**config.mk**
```make
export PLATFORM = sky130hd
export DESIGN_NAME = mem_access_stage
export DESIGN_NICKNAME = d
export VERILOG_FILES = /design/src/rtl/mem_access_stage_pkg.sv /design/src/rtl/mem_access_stage_align.sv /design/src/rtl/mem_access_stage.sv
export SDC_FILE = /design/constraint.sdc
export NUM_CORES = 1
export LEC_CHECK = 0
export ABC_AREA = 0
export BUFFER_PORTS_ARGS = -buffer_cell sky130_fd_sc_hd__buf_2
export CAP_MARGIN = 25
export CORE_MARGIN = 4
export CORE_UTILIZATION = 30
export CTS_BUF_LIST = sky130_fd_sc_hd__clkbuf_8
export CTS_CLUSTER_SIZE = 16
export DETAILED_ROUTE_END_ITERATION = 8
export REMOVE_ABC_BUFFERS = 1
export SLEW_MARGIN = 40
export SYNTH_ARGS = -nofsm -noshare
export SYNTH_HDL_FRONTEND = slang
export SYNTH_HIERARCHICAL = 1
export SYNTH_SLANG_ARGS = --single-unit
export TNS_END_PERCENT = 5
```
**constraint.sdc**
```tcl
create_clock -name clk -period 3.11 [get_ports clk]
set_input_delay 0.311 -clock clk [delete_from_list [all_inputs] [get_ports clk]]
set_output_delay 0.311 -clock clk [all_outputs]
set_load 0.02 [all_outputs]
```
**src/rtl/mem_access_stage_pkg.sv**
```systemverilog
// Shared LC-3b types for the MEM stage: datapath word, control word, and FSM states.
package mem_access_stage_pkg;

  typedef logic [15:0] lc3b_word;
  typedef logic [1:0]  lc3b_byte_enable;

  typedef struct packed {
    logic load_regfile;
    logic dmem_read;
    logic dmem_write;
    logic dmem_byte;
    logic dmem_indirect;
  } lc3b_control;

  typedef enum logic [1:0] {
    IDLE,
    ACCESS,
    INDIR,
    DONE
  } mem_state_t;

  function automatic lc3b_word sext8(input logic [7:0] b);
    return {{8{b[7]}}, b};
  endfunction

endpackage

```
**src/rtl/mem_access_stage_align.sv**
```systemverilog
// Combinational byte-lane steering for data memory: request address, write lanes/data,
// and byte select with sign extension on loads.
module mem_align
  import mem_access_stage_pkg::*;
(
  input  logic [15:0] addr,
  input  logic [15:0] store_data,
  input  logic [15:0] rdata,
  input  logic        is_read,
  input  logic        is_write,
  input  logic        is_byte,
  output logic [15:0] dmem_address,
  output logic [15:0] dmem_wdata,
  output logic [1:0]  dmem_byte_enable,
  output logic [15:0] load_data
);

  logic [7:0] lane;

  always_comb begin
    dmem_address     = '0;
    dmem_wdata       = '0;
    dmem_byte_enable = 2'b00;
    lane             = addr[0] ? rdata[15:8] : rdata[7:0];
    load_data        = is_byte ? sext8(lane) : rdata;

    // Byte accesses keep the full address; word accesses are forced even.
    if (is_read || is_write)
      dmem_address = is_byte ? addr : {addr[15:1], 1'b0};

    if (is_write) begin
      if (is_byte) begin
        dmem_wdata       = {store_data[7:0], store_data[7:0]};
        dmem_byte_enable = addr[0] ? 2'b10 : 2'b01;
      end else begin
        dmem_wdata       = store_data;
        dmem_byte_enable = 2'b11;
      end
    end
  end

endmodule

```
**src/rtl/mem_access_stage.sv**
```systemverilog
// LC-3b MEM stage: runs LDR/STR/LDB/STB and two-access LDI/STI, stalling upstream until
// the data memory responds, then hands the result to MEM/WB.
module mem_access_stage
  import mem_access_stage_pkg::*;
(
  input  logic        clk,
  input  logic        reset,
  input  logic        valid_in,
  input  logic [15:0] alu_in,
  input  logic [15:0] store_data_in,
  input  logic [15:0] curr_ir_in,
  input  logic [15:0] curr_pc_in,
  input  lc3b_control control_word_in,
  input  logic        dmem_resp,
  input  logic [15:0] dmem_rdata,
  output logic        dmem_read,
  output logic        dmem_write,
  output logic [15:0] dmem_address,
  output logic [15:0] dmem_wdata,
  output logic [1:0]  dmem_byte_enable,
  output logic        stall,
  output logic        valid_out,
  output logic [15:0] mem_data_out,
  output logic [15:0] alu_out,
  output logic [15:0] curr_ir_out,
  output logic [15:0] curr_pc_out,
  output lc3b_control control_word_out
);

  mem_state_t state;
  lc3b_word   ptr_reg;
  lc3b_word   data_reg;
  lc3b_word   load_data;
  lc3b_word   acc_addr;
  logic       acc_read;
  logic       acc_write;
  logic       acc_byte;
  logic       memop;
  logic       ind;

  assign ind   = control_word_in.dmem_indirect;
  assign memop = valid_in & (control_word_in.dmem_read | control_word_in.dmem_write);

  // The pointer fetch of LDI/STI is always a word read; byte flag is ignored when indirect.
  always_comb begin
    acc_addr  = '0;
    acc_read  = 1'b0;
    acc_write = 1'b0;
    acc_byte  = 1'b0;
    case (state)
      ACCESS: begin
        acc_addr = alu_in;
        if (ind) begin
          acc_read = 1'b1;
        end else begin
          acc_read  = control_word_in.dmem_read;
          acc_write = control_word_in.dmem_write & ~control_word_in.dmem_read;
          acc_byte  = control_word_in.dmem_byte;
        end
      end
      INDIR: begin
        acc_addr  = ptr_reg;
        acc_read  = control_word_in.dmem_read;
        acc_write = control_word_in.dmem_write & ~control_word_in.dmem_read;
      end
      default: ;
    endcase
  end

  mem_align u_align (
    .addr             (acc_addr),
    .store_data       (store_data_in),
    .rdata            (dmem_rdata),
    .is_read          (acc_read),
    .is_write         (acc_write),
    .is_byte          (acc_byte),
    .dmem_address     (dmem_address),
    .dmem_wdata       (dmem_wdata),
    .dmem_byte_enable (dmem_byte_enable),
    .load_data        (load_data)
  );

  always_ff @(posedge clk) begin
    if (reset) begin
      state    <= IDLE;
      ptr_reg  <= '0;
      data_reg <= '0;
    end else begin
      case (state)
        IDLE:
          if (memop) state <= ACCESS;
        ACCESS:
          if (dmem_resp) begin
            if (ind) begin
              ptr_reg <= dmem_rdata;
              state   <= INDIR;
            end else begin
              data_reg <= load_data;
              state    <= DONE;
            end
          end
        INDIR:
          if (dmem_resp) begin
            data_reg <= load_data;
            state    <= DONE;
          end
        DONE:
          state <= IDLE;
        default:
          state <= IDLE;
      endcase
    end
  end

  assign dmem_read        = acc_read;
  assign dmem_write       = acc_write;
  assign stall            = memop & (state != DONE);
  assign valid_out        = (state == DONE) | ((state == IDLE) & valid_in & ~memop);
  assign mem_data_out     = data_reg;
  assign alu_out          = alu_in;
  assign curr_ir_out      = curr_ir_in;
  assign curr_pc_out      = curr_pc_in;
  assign control_word_out = control_word_in;

endmodule

```
==> impl_results.md <==
* Max clock buf depth at 2
* Dominant cell type by area after synthesis: dfxtp_1
* Final Cycle Share at between 90% and 100%
* # setup viols final at 0
* Final Max Slew Viols at 0
* Core Util, Final at a little over a third
* Fill count at 1014
* Clock transition at the registers of the reported paths at 0.07 ns
* Register area share after synthesis at between 20% and 30%
* Cts bufs inserted at 5
* Core area at 9240 um2
* CP required at 2.80 ns
* Slew @ Worst Pin at a little over 0.8 ns
* Unrepaired setup endpoints after global routing: false
* Synth-to-layout area growth at 13.0%
* Crit Path Class: reg -> out
* CTS Hold Bufs at 0
* Kind of cell adding the most delay to the critical path: simple AND/OR/NAND/NOR gates
* Syn Inst Count at 349
* Hold WS at 0.285 ns
* Cell Chain, Critical Path: inv_1 -> ha_1 -> and3_1 -> buf_4 -> mux2i_1 -> nor2b_1 -> buf_2
* Min-delay worst type: in -> reg
* Critical Path Start Type: flip-flop
* Slew margin rel. at a little under half
* Total congestion overflow at 0
* Layout cells sized above 1 at about two fifths
* Top cells by area, synth: dfxtp_1, buf_4, nor2b_1
* Clk sinks at 34
* Root Driver: clkbuf_8
* Final WL at approximately 8.6 mm
* CP max FO at 17
* Gpl congestion at 0.810
* Most instantiated library cell after synthesis: buf_4
* Row count at 35
* Final net count at 506
* WP buf/inv at 3
* Top FF cell, synth: dfxtp_1
* Vias at between 2000 and 3000
* Mean post-synth cell area at 8.17 um2
* Leakage Power at 1.43 nW
* I/O pins at around 200
* PortBufs at around 130
* Status: completed
* Initial antenna violation count at 0
* Post-DRT Antenna Nets at 0
* Number of flops mapped to enable cells by yosys at 0
* Initial Utilization at between 30% and 40%
* Initial drt markers at 105
* First-pass GRT wire length at approximately 13 mm
* HPWL Detailed at between 6 and 7 mm
* Vias in the first global route at between 2000 and 3000
* Yosys warns at 6
* Worst-skew pair later-pin latency at approximately 0.28 ns
* Drt drc at 0
* Ys async rst share at 0%
* H-Tree Depth at 2
* CTS tree: done
* Commonest cells in the netlist: buf_4, a21oi_1, nor2b_1
* Pin count of the biggest net entering global routing at 37
* CP endpoint kind: primary output
* Die ar. at about 11000 um2
* Post-CTS sizing at 0
* 1st-pass router iterations at 4
* Final setup skew at around 0.0063 ns
* VDD IR max at roughly 0.38 mV
* Setup Buffers After CTS at 0
* Yosys cell types at between 40 and 50
* Final Hold Viols at 0
* Cell area after synthesis at between 2000 and 3000 um2
* Share of the synthesized area in the top cell type at 23.9%
* Flop and latch count out of synthesis at 34
* Tmin final at 2.81 ns
* # diodes at 0
* Vias per cell at between 4 and 5
* Max incr delay on CP at roughly 0.61 ns
* Slowest cell on crit path: and3_1
* Max Cap Viol at 0
* Overall Global Routing Usage at between 10 and 15%
* WL/cell at 16.0 um
* Power Dens Cells at 662 nW/um2
* Critical path arrival at roughly 2.5 ns
* Die Y at between 100 and 150 um
* Max Freq at 0.356 GHz
* Chip width at 106 um
layer usage:
layer	global-route usage, %	wire [um]	vias to the layer above
met5	0.952	0	-
met4	2.96	78	0
met3	6.49	941	9
met2	23.5	3830	164
met1	18.7	3760	1183
li1	-	-	1264
cells in the final DEF, fill, tap and decap left out, types with 2 or more instances in the layout:
cell type | netlist | layout
buf_2 | 2 | 129
nor2_1 | 10 | 10
o31ai_2 | 10 | 10
nand2b_1 | 4 | 4
o31ai_1 | 6 | 6
o21ai_0 | 2 | 2
nand2_1 | 35 | 35
mux2i_1 | 9 | 9
and2_1 | 10 | 10
clkbuf_8 | 0 | 6
nor2b_1 | 39 | 39
ha_1 | 7 | 7
buf_4 | 57 | 5
nor2_4 | 1 | 2
mux2_2 | 2 | 2
nand4_1 | 16 | 16
dfxtp_1 | 34 | 34
a22oi_1 | 16 | 16
and3_1 | 2 | 2
inv_1 | 4 | 4
mux2_4 | 8 | 8
a21oi_1 | 40 | 40
kinds of logic (layout without fill, tap and decap cells):
| kind of cell | after synthesis | count (layout) | synth area share [%] |
|---|---|---|---|
| adder cells (fa/ha/maj) | 7 | 7 | 3.07 |
| multiplexers | 20 | 20 | 8.64 |
| flip-flops | 34 | 34 | 23.9 |
| AO/OA/AOI/OAI | 80 | 80 | 19.4 |
| buffers and inverters | 84 | 145 | 21.4 |
| AND/OR/NAND/NOR | 124 | 124 | 23.6 |
stage by stage:
stage | cell area, um2 | power [mW] | worst slack (ns) | TNS, ns | std cells
global placement | 3110 | 1.70 | 0.793 | 0 | 532
global route | 3220 | 2.29 | 0.145 | 0 | 539
finish | 3220 | 2.14 | 0.304 | 0 | 539
CTS | 3220 | 2.15 | 0.283 | 0 | 539
floorplan | 2260 | 1.33 | -0.00984 | -0.148 | 269
detailed placement | 3110 | 1.74 | 0.606 | 0 | 532
final timing paths:
| path | slack, ns | cells past startpoint | start | end |
|---|---|---|---|---|
| min | 0.29 | 3 | dmem_rdata[3] | ptr_reg[3]$_SDFFE_PP0P_ |
| max reg2reg | 0.69 | 7 | state[1]$_SDFFE_PP0P_ | mem_data_out[3]$_SDFFE_PP0P_ |
| max | 0.30 | 7 | state[1]$_SDFFE_PP0P_ | dmem_wdata[13] |
| min reg2reg | 0.46 | 2 | ptr_reg[13]$_SDFFE_PP0P_ | ptr_reg[13]$_SDFFE_PP0P_ |
worst register-to-register path: cells and delay by family, from the launching register on:
family	cells	cell delay [ns]
adder cells (fa/ha/maj)	1	0.35
flip-flops	1	0.36
multiplexers	1	0.35
buffers and inverters	1	0.15
AND/OR/NAND/NOR	3	0.98
AO/OA/AOI/OAI	1	0.09
area by class of cell:
class	instances	area, um2	share of cell area (%)
clock buffers	6	82.6	2.56
clock inverters	1	30.0	0.932
inverters	4	15.0	0.466
multi-input cells	231	1570	48.7
flip-flops and latches	34	681	21.1
well taps	129	161	5.01
repair buffers	134	683	21.2
power breakdown:
part	leakage (nW)	switching, mW	internal (mW)
Clock	0.0573	0.159	0.256
Combinational	1.10	0.729	0.404
Sequential	0.276	0.0608	0.526
Power figures use the tool's default switching activity.
